$ cat config.mk
export PLATFORM = sky130hd
export DESIGN_NAME = snap_capture_ctrl_flat
export DESIGN_NICKNAME = d
export VERILOG_FILES = /design/src/rtl/snap_capture_ctrl_if.sv /design/src/rtl/snap_capture_ctrl.sv /design/src/flat_wrapper.sv
export SDC_FILE = /design/constraint.sdc
export NUM_CORES = 1
export LEC_CHECK = 0
export ABC_AREA = 1
export CORE_MARGIN = 5
export CORE_UTILIZATION = 30
export DETAILED_ROUTE_END_ITERATION = 7
export GPL_ROUTABILITY_DRIVEN = 0
export GPL_TIMING_DRIVEN = 0
export HOLD_SLACK_MARGIN = 0.02
export PLACE_DENSITY = 0.66
export SLEW_MARGIN = 30
export SYNTH_ARGS = -nofsm -noshare
export SYNTH_HDL_FRONTEND = slang
export SYNTH_SLANG_ARGS = --single-unit
$ cat constraint.sdc
create_clock -name clk -period 3.2 [get_ports clk]
set_input_delay 0.48 -clock clk [delete_from_list [all_inputs] [get_ports clk]]
set_output_delay 0.48 -clock clk [all_outputs]
set_load 0.02 [all_outputs]
$ cat src/rtl/snap_capture_ctrl_if.sv
// Write-only BRAM port A bus from the snapshot capture controller.
// bram_we qualifies bram_addr/bram_wr_data each cycle; the BRAM has no backpressure.
interface snap_capture_ctrl_if #(
  parameter int DATA_W = 128,
  parameter int ADDR_W = 13
);
  logic              bram_we;
  logic              bram_en_a;
  logic [ADDR_W-1:0] bram_addr;
  logic [DATA_W-1:0] bram_wr_data;

  modport master (output bram_we, bram_en_a, bram_addr, bram_wr_data);
  modport slave  (input  bram_we, bram_en_a, bram_addr, bram_wr_data);
endinterface

$ cat src/rtl/snap_capture_ctrl.sv
// Snapshot capture controller: arm/trigger, one-shot or circular pre-trigger capture
// into port A of a snapshot BRAM, with registered status for software readback.
module snap_capture_ctrl #(
  parameter int DATA_W = 128,
  parameter int ADDR_W = 13
) (
  input  logic                clk,
  input  logic                rst_n,
  input  logic                arm,
  input  logic                circ,
  input  logic [ADDR_W-1:0]   post_len,
  input  logic [DATA_W-1:0]   din,
  input  logic                din_valid,
  input  logic                trig,
  snap_capture_ctrl_if.master bram,
  output logic                busy,
  output logic                done,
  output logic [ADDR_W-1:0]   trig_addr,
  output logic [ADDR_W:0]     wr_count,
  output logic [2:0]          fsm_state
);
  localparam logic [2:0] S_IDLE    = 3'd0;
  localparam logic [2:0] S_WAIT    = 3'd1;
  localparam logic [2:0] S_CAPTURE = 3'd2;
  localparam logic [2:0] S_POST    = 3'd3;
  localparam logic [2:0] S_DONE    = 3'd4;

  localparam logic [ADDR_W:0] DEPTH = {1'b1, {ADDR_W{1'b0}}};
  localparam logic [ADDR_W:0] LAST  = {1'b0, {ADDR_W{1'b1}}};

  logic [2:0]        state, state_nxt;
  logic [ADDR_W-1:0] ptr, ptr_nxt;
  logic              circ_q, circ_nxt;
  logic [ADDR_W-1:0] post_q, post_nxt;
  logic [ADDR_W-1:0] post_left, left_nxt;
  logic              we_q, we_nxt;
  logic [ADDR_W-1:0] addr_q, addr_nxt;
  logic [DATA_W-1:0] data_q, data_nxt;
  logic              busy_nxt, done_nxt;
  logic [ADDR_W-1:0] trig_addr_nxt;
  logic [ADDR_W:0]   count_nxt;
  logic              take;

  always_comb begin
    state_nxt     = state;
    ptr_nxt       = ptr;
    circ_nxt      = circ_q;
    post_nxt      = post_q;
    left_nxt      = post_left;
    we_nxt        = 1'b0;
    addr_nxt      = addr_q;
    data_nxt      = data_q;
    done_nxt      = done;
    trig_addr_nxt = trig_addr;
    count_nxt     = wr_count;
    take          = 1'b0;

    if (arm) begin
      state_nxt     = S_WAIT;
      ptr_nxt       = '0;
      count_nxt     = '0;
      done_nxt      = 1'b0;
      trig_addr_nxt = '0;
      circ_nxt      = circ;
      // post_len is ADDR_W bits wide, so it can never exceed DEPTH-1 and the
      // trigger word is never overwritten by the post-trigger tail.
      post_nxt      = post_len;
    end else if (din_valid) begin
      case (state)
        S_WAIT: begin
          if (circ_q) begin
            take = 1'b1;
            if (trig) begin
              trig_addr_nxt = ptr;
              if (post_q == '0) begin
                state_nxt = S_DONE;
                done_nxt  = 1'b1;
              end else begin
                state_nxt = S_POST;
                left_nxt  = post_q;
              end
            end
          end else if (trig) begin
            take          = 1'b1;
            trig_addr_nxt = ptr;
            if (wr_count == LAST) begin
              state_nxt = S_DONE;
              done_nxt  = 1'b1;
            end else begin
              state_nxt = S_CAPTURE;
            end
          end
        end
        S_CAPTURE: begin
          take = 1'b1;
          if (wr_count == LAST) begin
            state_nxt = S_DONE;
            done_nxt  = 1'b1;
          end
        end
        S_POST: begin
          take     = 1'b1;
          left_nxt = post_left - ADDR_W'(1);
          if (post_left == ADDR_W'(1)) begin
            state_nxt = S_DONE;
            done_nxt  = 1'b1;
          end
        end
        default: ;
      endcase
    end

    if (take) begin
      we_nxt   = 1'b1;
      addr_nxt = ptr;
      data_nxt = din;
      ptr_nxt  = ptr + ADDR_W'(1);
      if (wr_count != DEPTH) count_nxt = wr_count + (ADDR_W+1)'(1);
    end

    busy_nxt = (state_nxt == S_WAIT) || (state_nxt == S_CAPTURE) || (state_nxt == S_POST);
  end

  always_ff @(posedge clk) begin
    if (!rst_n) begin
      state     <= S_IDLE;
      ptr       <= '0;
      circ_q    <= 1'b0;
      post_q    <= '0;
      post_left <= '0;
      we_q      <= 1'b0;
      addr_q    <= '0;
      data_q    <= '0;
      busy      <= 1'b0;
      done      <= 1'b0;
      trig_addr <= '0;
      wr_count  <= '0;
    end else begin
      state     <= state_nxt;
      ptr       <= ptr_nxt;
      circ_q    <= circ_nxt;
      post_q    <= post_nxt;
      post_left <= left_nxt;
      we_q      <= we_nxt;
      addr_q    <= addr_nxt;
      data_q    <= data_nxt;
      busy      <= busy_nxt;
      done      <= done_nxt;
      trig_addr <= trig_addr_nxt;
      wr_count  <= count_nxt;
    end
  end

  assign bram.bram_we      = we_q;
  assign bram.bram_en_a    = we_q;
  assign bram.bram_addr    = addr_q;
  assign bram.bram_wr_data = data_q;
  assign fsm_state         = state;
endmodule

$ cat src/flat_wrapper.sv
// flat-port wrapper written by rule: the top's interface ports become plain ports
module snap_capture_ctrl_flat 
#(
  parameter int DATA_W = 128,
  parameter int ADDR_W = 13
)
  (clk, rst_n, arm, circ, post_len, din, din_valid, trig, busy, done, trig_addr, wr_count, fsm_state, bram_bram_we, bram_bram_en_a, bram_bram_addr, bram_bram_wr_data);
  snap_capture_ctrl_if #(.DATA_W(DATA_W), .ADDR_W(ADDR_W)) bram_i ();
  input  logic clk;
  input  logic rst_n;
  input  logic arm;
  input  logic circ;
  input  logic [ADDR_W-1:0] post_len;
  input  logic [DATA_W-1:0] din;
  input  logic din_valid;
  input  logic trig;
  output logic busy;
  output logic done;
  output logic [ADDR_W-1:0] trig_addr;
  output logic [ADDR_W:0] wr_count;
  output logic [2:0] fsm_state;
  output wire logic [$bits(bram_i.bram_we)-1:0] bram_bram_we;
  output wire logic [$bits(bram_i.bram_en_a)-1:0] bram_bram_en_a;
  output wire logic [$bits(bram_i.bram_addr)-1:0] bram_bram_addr;
  output wire logic [$bits(bram_i.bram_wr_data)-1:0] bram_bram_wr_data;
  assign bram_bram_we = bram_i.bram_we;
  assign bram_bram_en_a = bram_i.bram_en_a;
  assign bram_bram_addr = bram_i.bram_addr;
  assign bram_bram_wr_data = bram_i.bram_wr_data;
  snap_capture_ctrl #(.DATA_W(DATA_W), .ADDR_W(ADDR_W)) u_core (.clk(clk), .rst_n(rst_n), .arm(arm), .circ(circ), .post_len(post_len), .din(din), .din_valid(din_valid), .trig(trig), .bram(bram_i), .busy(busy), .done(done), .trig_addr(trig_addr), .wr_count(wr_count), .fsm_state(fsm_state));
endmodule
Word-level counts from Yosys, hierarchy flattened
Index checks and enable logic that the tools add are counted.
{ "totals": {"register_bits": 214, "inputBits": 147, "out_inout_bits": 175, "elab_cells": 74} }
{ "op_classes": {"addsub": 3, "n_eq_ne": 14, "mux": 32, "n_bitwise": 2, "n_reduce_logical": 11} }
{ "op_table": {"columns": ["cell", "n"], "rows": [
  ["$mux 13", 5],
  ["$mux 14", 3],
  ["$mux 3", 9],
  ["$pmux 13 s2", 1],
  ["$add 14x1->14 const B", 1],
  ["$eq 14x13->1 const B", 1],
  ["$ne 14x14->1 const B", 1],
  ["$add 13x1->13 const B", 1],
  ["$eq 13x1->1 const B", 1],
  ["$logic_not 13->1", 1],
  ["$sub 13x1->13 const B", 1],
  ["$eq 3x2->1 const B", 4],
  ["$mux 1", 11],
  ["$pmux 3 s3", 1],
  ["$eq 3x1->1 const B", 2],
  ["$reduce_and 6->1", 1],
  ["$reduce_and 5->1", 1],
  ["$ne 2x1->1 const B", 2],
  ["$ne 2x2->1 const B", 2],
  ["$reduce_bool 2->1", 2],
  ["$reduce_or 2->1", 2],
  ["$ne 3x3->1 const B", 1],
  ["$pmux 1 s3", 1],
  ["$reduce_and 3->1", 1],
  ["other kinds (4)", 6]
]} }

Longest topological paths before layout
{ "depth": {"ltp_word": 10, "ltp_mapped": 14, "depth_no_buf": 14} }

Worst setup path before layout
No wires, ideal clock.
{ "synth_path": {"kind": "flip-flop to flip-flop", "start": "register u_core.state[1] (netlist: u_core.fsm_state[1])", "end": "register u_core.data_q[100] (netlist: u_core.bram.bram_wr_data[100])", "setup_time_ns": 0.116, "arrival_time_ns": 1.666, "required_ns": 3.084, "slack_ns": 1.418, "path_stages_with_launch": 12, "path_buffers": 2, "synth_period_minus_slack_ns": 1.782, "path_cell_list": "dfxtp_1 nand2_2 nand2_1 nand2_2 a21oi_4 inv_4 nor2_8 inv_2 buf_2 buf_2 nor2_1 nor2_1"} }
{ "synth_via": {"elab_chain_len": 5, "elab_cells_between_ends": 7, "cone_classes": "eq/ne (3); mux (3); reduce/logical (1)"} }
{ "synth_lines": {"columns": ["element", "line_no", "rtl"], "rows": [
  ["start, declared", "snap_capture_ctrl.sv:31", "logic [2:0] state, state_nxt;"],
  ["start signal, assigned", "snap_capture_ctrl.sv:139", "state <= state_nxt;"],
  ["$eq 3x2->1", "snap_capture_ctrl.sv:69", "case (state)"],
  ["$reduce_or 2->1 (no source line)", null, null],
  ["$pmux 1 s2 *", "snap_capture_ctrl.sv:69", null],
  ["$mux 1 *", "snap_capture_ctrl.sv:68", "end else if (din_valid) begin"],
  ["$mux 1 *", "snap_capture_ctrl.sv:58", "if (arm) begin"],
  ["end signal, assigned", "snap_capture_ctrl.sv:146", "data_q <= data_nxt;"],
  ["end, declared", "snap_capture_ctrl.sv:38", "logic [DATA_W-1:0] data_q, data_nxt;"]
]} }
Every way passes the cells marked *; elsewhere a longest branch is shown, timed or not.
A chain may end at the register's enable or synchronous reset.

==> impl_metrics.csv <==
group,metric,value,unit
synth,ys_types,34,
layout,nNetsFinal,1650,
timing,finalSetupTns,0,ns
synth,yosysTopAreaCell,"dfxtp_1",
timing,fin_crit,2.48,ns
status,status,"finished clean",
clock_network,cts_buffer_depth,3,
clock_network,postCtsSetupRepairBufs,0,
synth,seq_area_frac_synth,0.509,
floorplanning,fp.dieW,177,µm
floorplanning,placementRows,61,
synth,yosys_register_bits,214,
critical_path,crit_arrival,2.94,ns
clock_network,cts_max_level,1,
place,post-place-cells,1849,
power_and_ir_drop,vdd_drop_max,0.360,mV
synth,syn_area,0.00841,mm²
power_and_ir_drop,cell_internal_pwr,4860,µW
synth,async_flop_share,0,
power_and_ir_drop,clockPowerShare,0.441,
critical_path,crit_buf_inv,4,
critical_path,required,3.66,ns
layout,post-route-util,0.466,
synth,ys.flop_type,"dfxtp_1",
clock_network,cts.root.buffer_cell,"clkbuf_16",
detailed_routing,drtIter0Drc,521,
min_path,hp-class,"reg2reg",
critical_path,cp_cell_sequence,"clkdlybuf4s50_1 -> clkbuf_1 -> clkbuf_1 -> clkbuf_1 -> o21ai_0 -> nor2_1",
timing,rsz0062_at_grt,"false",
clock_network,cts_hold_buf,0,
timing,relSlewSlack,0.529,
synth,synth_edf_count,0,
detailed_routing,vias,8731,
detailed_routing,drtAntennaViolNets,0,
synth,synth_top_area_frac,0.509,
detailed_routing,drc,0,
critical_path,startpoint_type,"input pin",
critical_path,critPathMaxStageDelay,0.59,ns
power_and_ir_drop,p_leak,0.00531,µW
power_and_ir_drop,seqPwrFrac,0.435,
critical_path,path_delay_family,"buffers and inverters",
power_and_ir_drop,p_sw,1620,µW
clock_network,cts_num_sinks,214,
place,port_buffers,320,
detailed_routing,via_per_inst,4.61,
timing,tightest_slew,0.706,ns
synth,synth_area_leaders,"dfxtp_1, nor2_1, o21ai_0, nand2_1, a21oi_1",
flow_run,max_cap_viol_count,0,
floorplanning,pin_count,322,
synth,syn_nets,1303,
layout,drive_gt1_frac,0.0541,
clock_network,clk_pin_slew,0.06,ns
layout,final_cells,1894,
floorplanning,fp.dieArea,0.0315,mm²
floorplanning,core,0.0277,mm²
timing,setup_viol,0,
timing,max_freq,403,MHz
global_routing,grt_pass1_wl,46.6,mm
clock_network,cts_tree,"built",
timing,drv_slew,0,
power_and_ir_drop,p_comb_frac,0.123,
clock_network,cts_made_buffers,25,
critical_path,path_max_fanout,10,
power_and_ir_drop,powerDensity,502,mW/mm²
layout,diodes,0,
synth,synth_common_cells,"nor2_1, dfxtp_1, o21ai_0, nand2_1, inv_1",
global_routing,grt.total_usage,0.182,
critical_path,crit_type,"in2reg",
synth,syn_area_per_cell,7.31,µm²
detailed_routing,wl_per_cell,15.8,µm
critical_path,cp_common_cell,"clkbuf_1",
global_routing,overflow,0,
critical_path,cp-end-kind,"register",
synth,synth_most_common_cell,"nor2_1",
global_routing,grt_pass1_vias,8616,
detailed_routing,wirelength,29.8,mm
layout,area.growth.synth_to_final,53.5,%
floorplanning,die_height,177,µm
power_and_ir_drop,switching_share,0.250,
synth,yosysWarnings,0,
global_routing,antenna_found_initial,0,
timing,fin_crit_sh,0.775,
place,place_hpwl,22.4,mm
global_routing,grt_max_degree,13,
detailed_routing,first_pass_iters,7,
floorplanning,initial_utilization,0.304,
timing,clock_skew,0.0107,ns
timing,final-hold-violation-count,0,
critical_path,crit_slowest_cell,"clkbuf_1",
clock_network,clkLatencyLatePin,0.52,ns
clock_network,ctsResizeCount,0,
synth,synthCells,1151,
## metal layers
layer  wire length [µm]  part of all wire  track usage
met5                  0                 0            0
met4                707             0.024       0.0396
met3               2620             0.088       0.0631
met2              14300              0.48        0.312
met1              12200              0.41        0.220
## logic make-up (layout without fill, tap and decap cells)
family          Yosys count  in the layout  synth area share
simple gates            535            535             0.253
buf+inv                 130            495            0.0645
fa+ha+maj                 5              5           0.00744
xor+xnor                  7              7           0.00729
compound gates          260            260             0.159
flops                   214            214             0.509
## power groups by stage
stage | combinational, µW | sequential (µW) | clock [µW]
3_5_place_dp | 801 | 2880 | 0
4_1_cts | 806 | 2820 | 2940
3_3_place_gp | 796 | 2880 | 0
2_1_floorplan | 265 | 2970 | 0
5_1_grt | 873 | 2830 | 3060
6_report | 800 | 2820 | 2860
## final timing paths
| kind | start | end | slack [ns] | cells after the start |
|---|---|---|---|---|
| max reg2reg | u_core.fsm_state[2]$_SDFF_PN0_ | u_core.bram.bram_wr_data[11]$_SDFFE_PN0P_ | 1.02 | 12 |
| min | u_core.done$_SDFFE_PP0P_ | u_core.done$_SDFFE_PP0P_ | 0.45 | 2 |
| max | rst_n | u_core.post_q[2]$_SDFFE_PN0P_ | 0.72 | 6 |
| min reg2reg | u_core.done$_SDFFE_PP0P_ | u_core.done$_SDFFE_PP0P_ | 0.45 | 2 |
## registers in the layout, indices dropped and copies added, names as in the netlist
register                  cells
u_core.ptr                   13
u_core.bram.bram_en_a         1
u_core.done                   1
u_core.post_left             13
u_core.circ_q                 1
u_core.wr_count              14
u_core.busy                   1
u_core.bram.bram_addr        13
u_core.bram.bram_wr_data    128
u_core.post_q                13
u_core.trig_addr             13
u_core.fsm_state              3
## tightest hold or removal path: cells and delay by family (launching register included)
family / cells / cell delay, ns
AOI/OAI and AO/OA: 1 / 0.05
buffers and inverters: 1 / 0.05
DFF: 1 / 0.31
## stage by stage
stage | instance area (µm²) | power [µW] | hold WS (ns) | setup slack (ns)
CTS | 12900 | 6570 | 0.457 | 0.606
finish | 12900 | 6490 | 0.455 | 0.719
global placement | 12100 | 3670 | 0.438 | 0.0731
floorplan | 8410 | 3230 | 0.434 | 1.42
global route | 12900 | 6770 | 0.473 | 0.460
detailed placement | 12100 | 3680 | 0.447 | 0.0715
## layout by cell type, fill, tap and decap left out, drive strengths merged
cell type,synthesis,layout
a31oi,1,1
o21ai,201,201
clkbuf,39,72
o21a,1,1
or2,1,1
and2,1,1
inv,65,66
clkinvlp,0,1
nand3b,1,1
ha,5,5
nand4,7,7
dfxtp,214,214
nor2,369,369
a21oi,50,50
a31o,1,1
clkdlybuf4s50,0,320
buf,26,26
clkinv,0,8
nand2,110,110
nor3b,1,1
a211oi,3,3
bufinv,0,2
o31ai,2,2
xor2,7,7
nand3,33,33
nor3,9,9
o211ai,1,1
nor4,3,3
## layout make-up
cell class	count	area [µm²]
buffer	65	297
multi-input combinational	807	3590
inverter	65	246
sequential	214	4280
clock buffer	33	706
clock inverter	12	116
timing repair buffer	320	3200
fill	2772	14800
tap	378	473
Power figures use the tool's default switching activity.
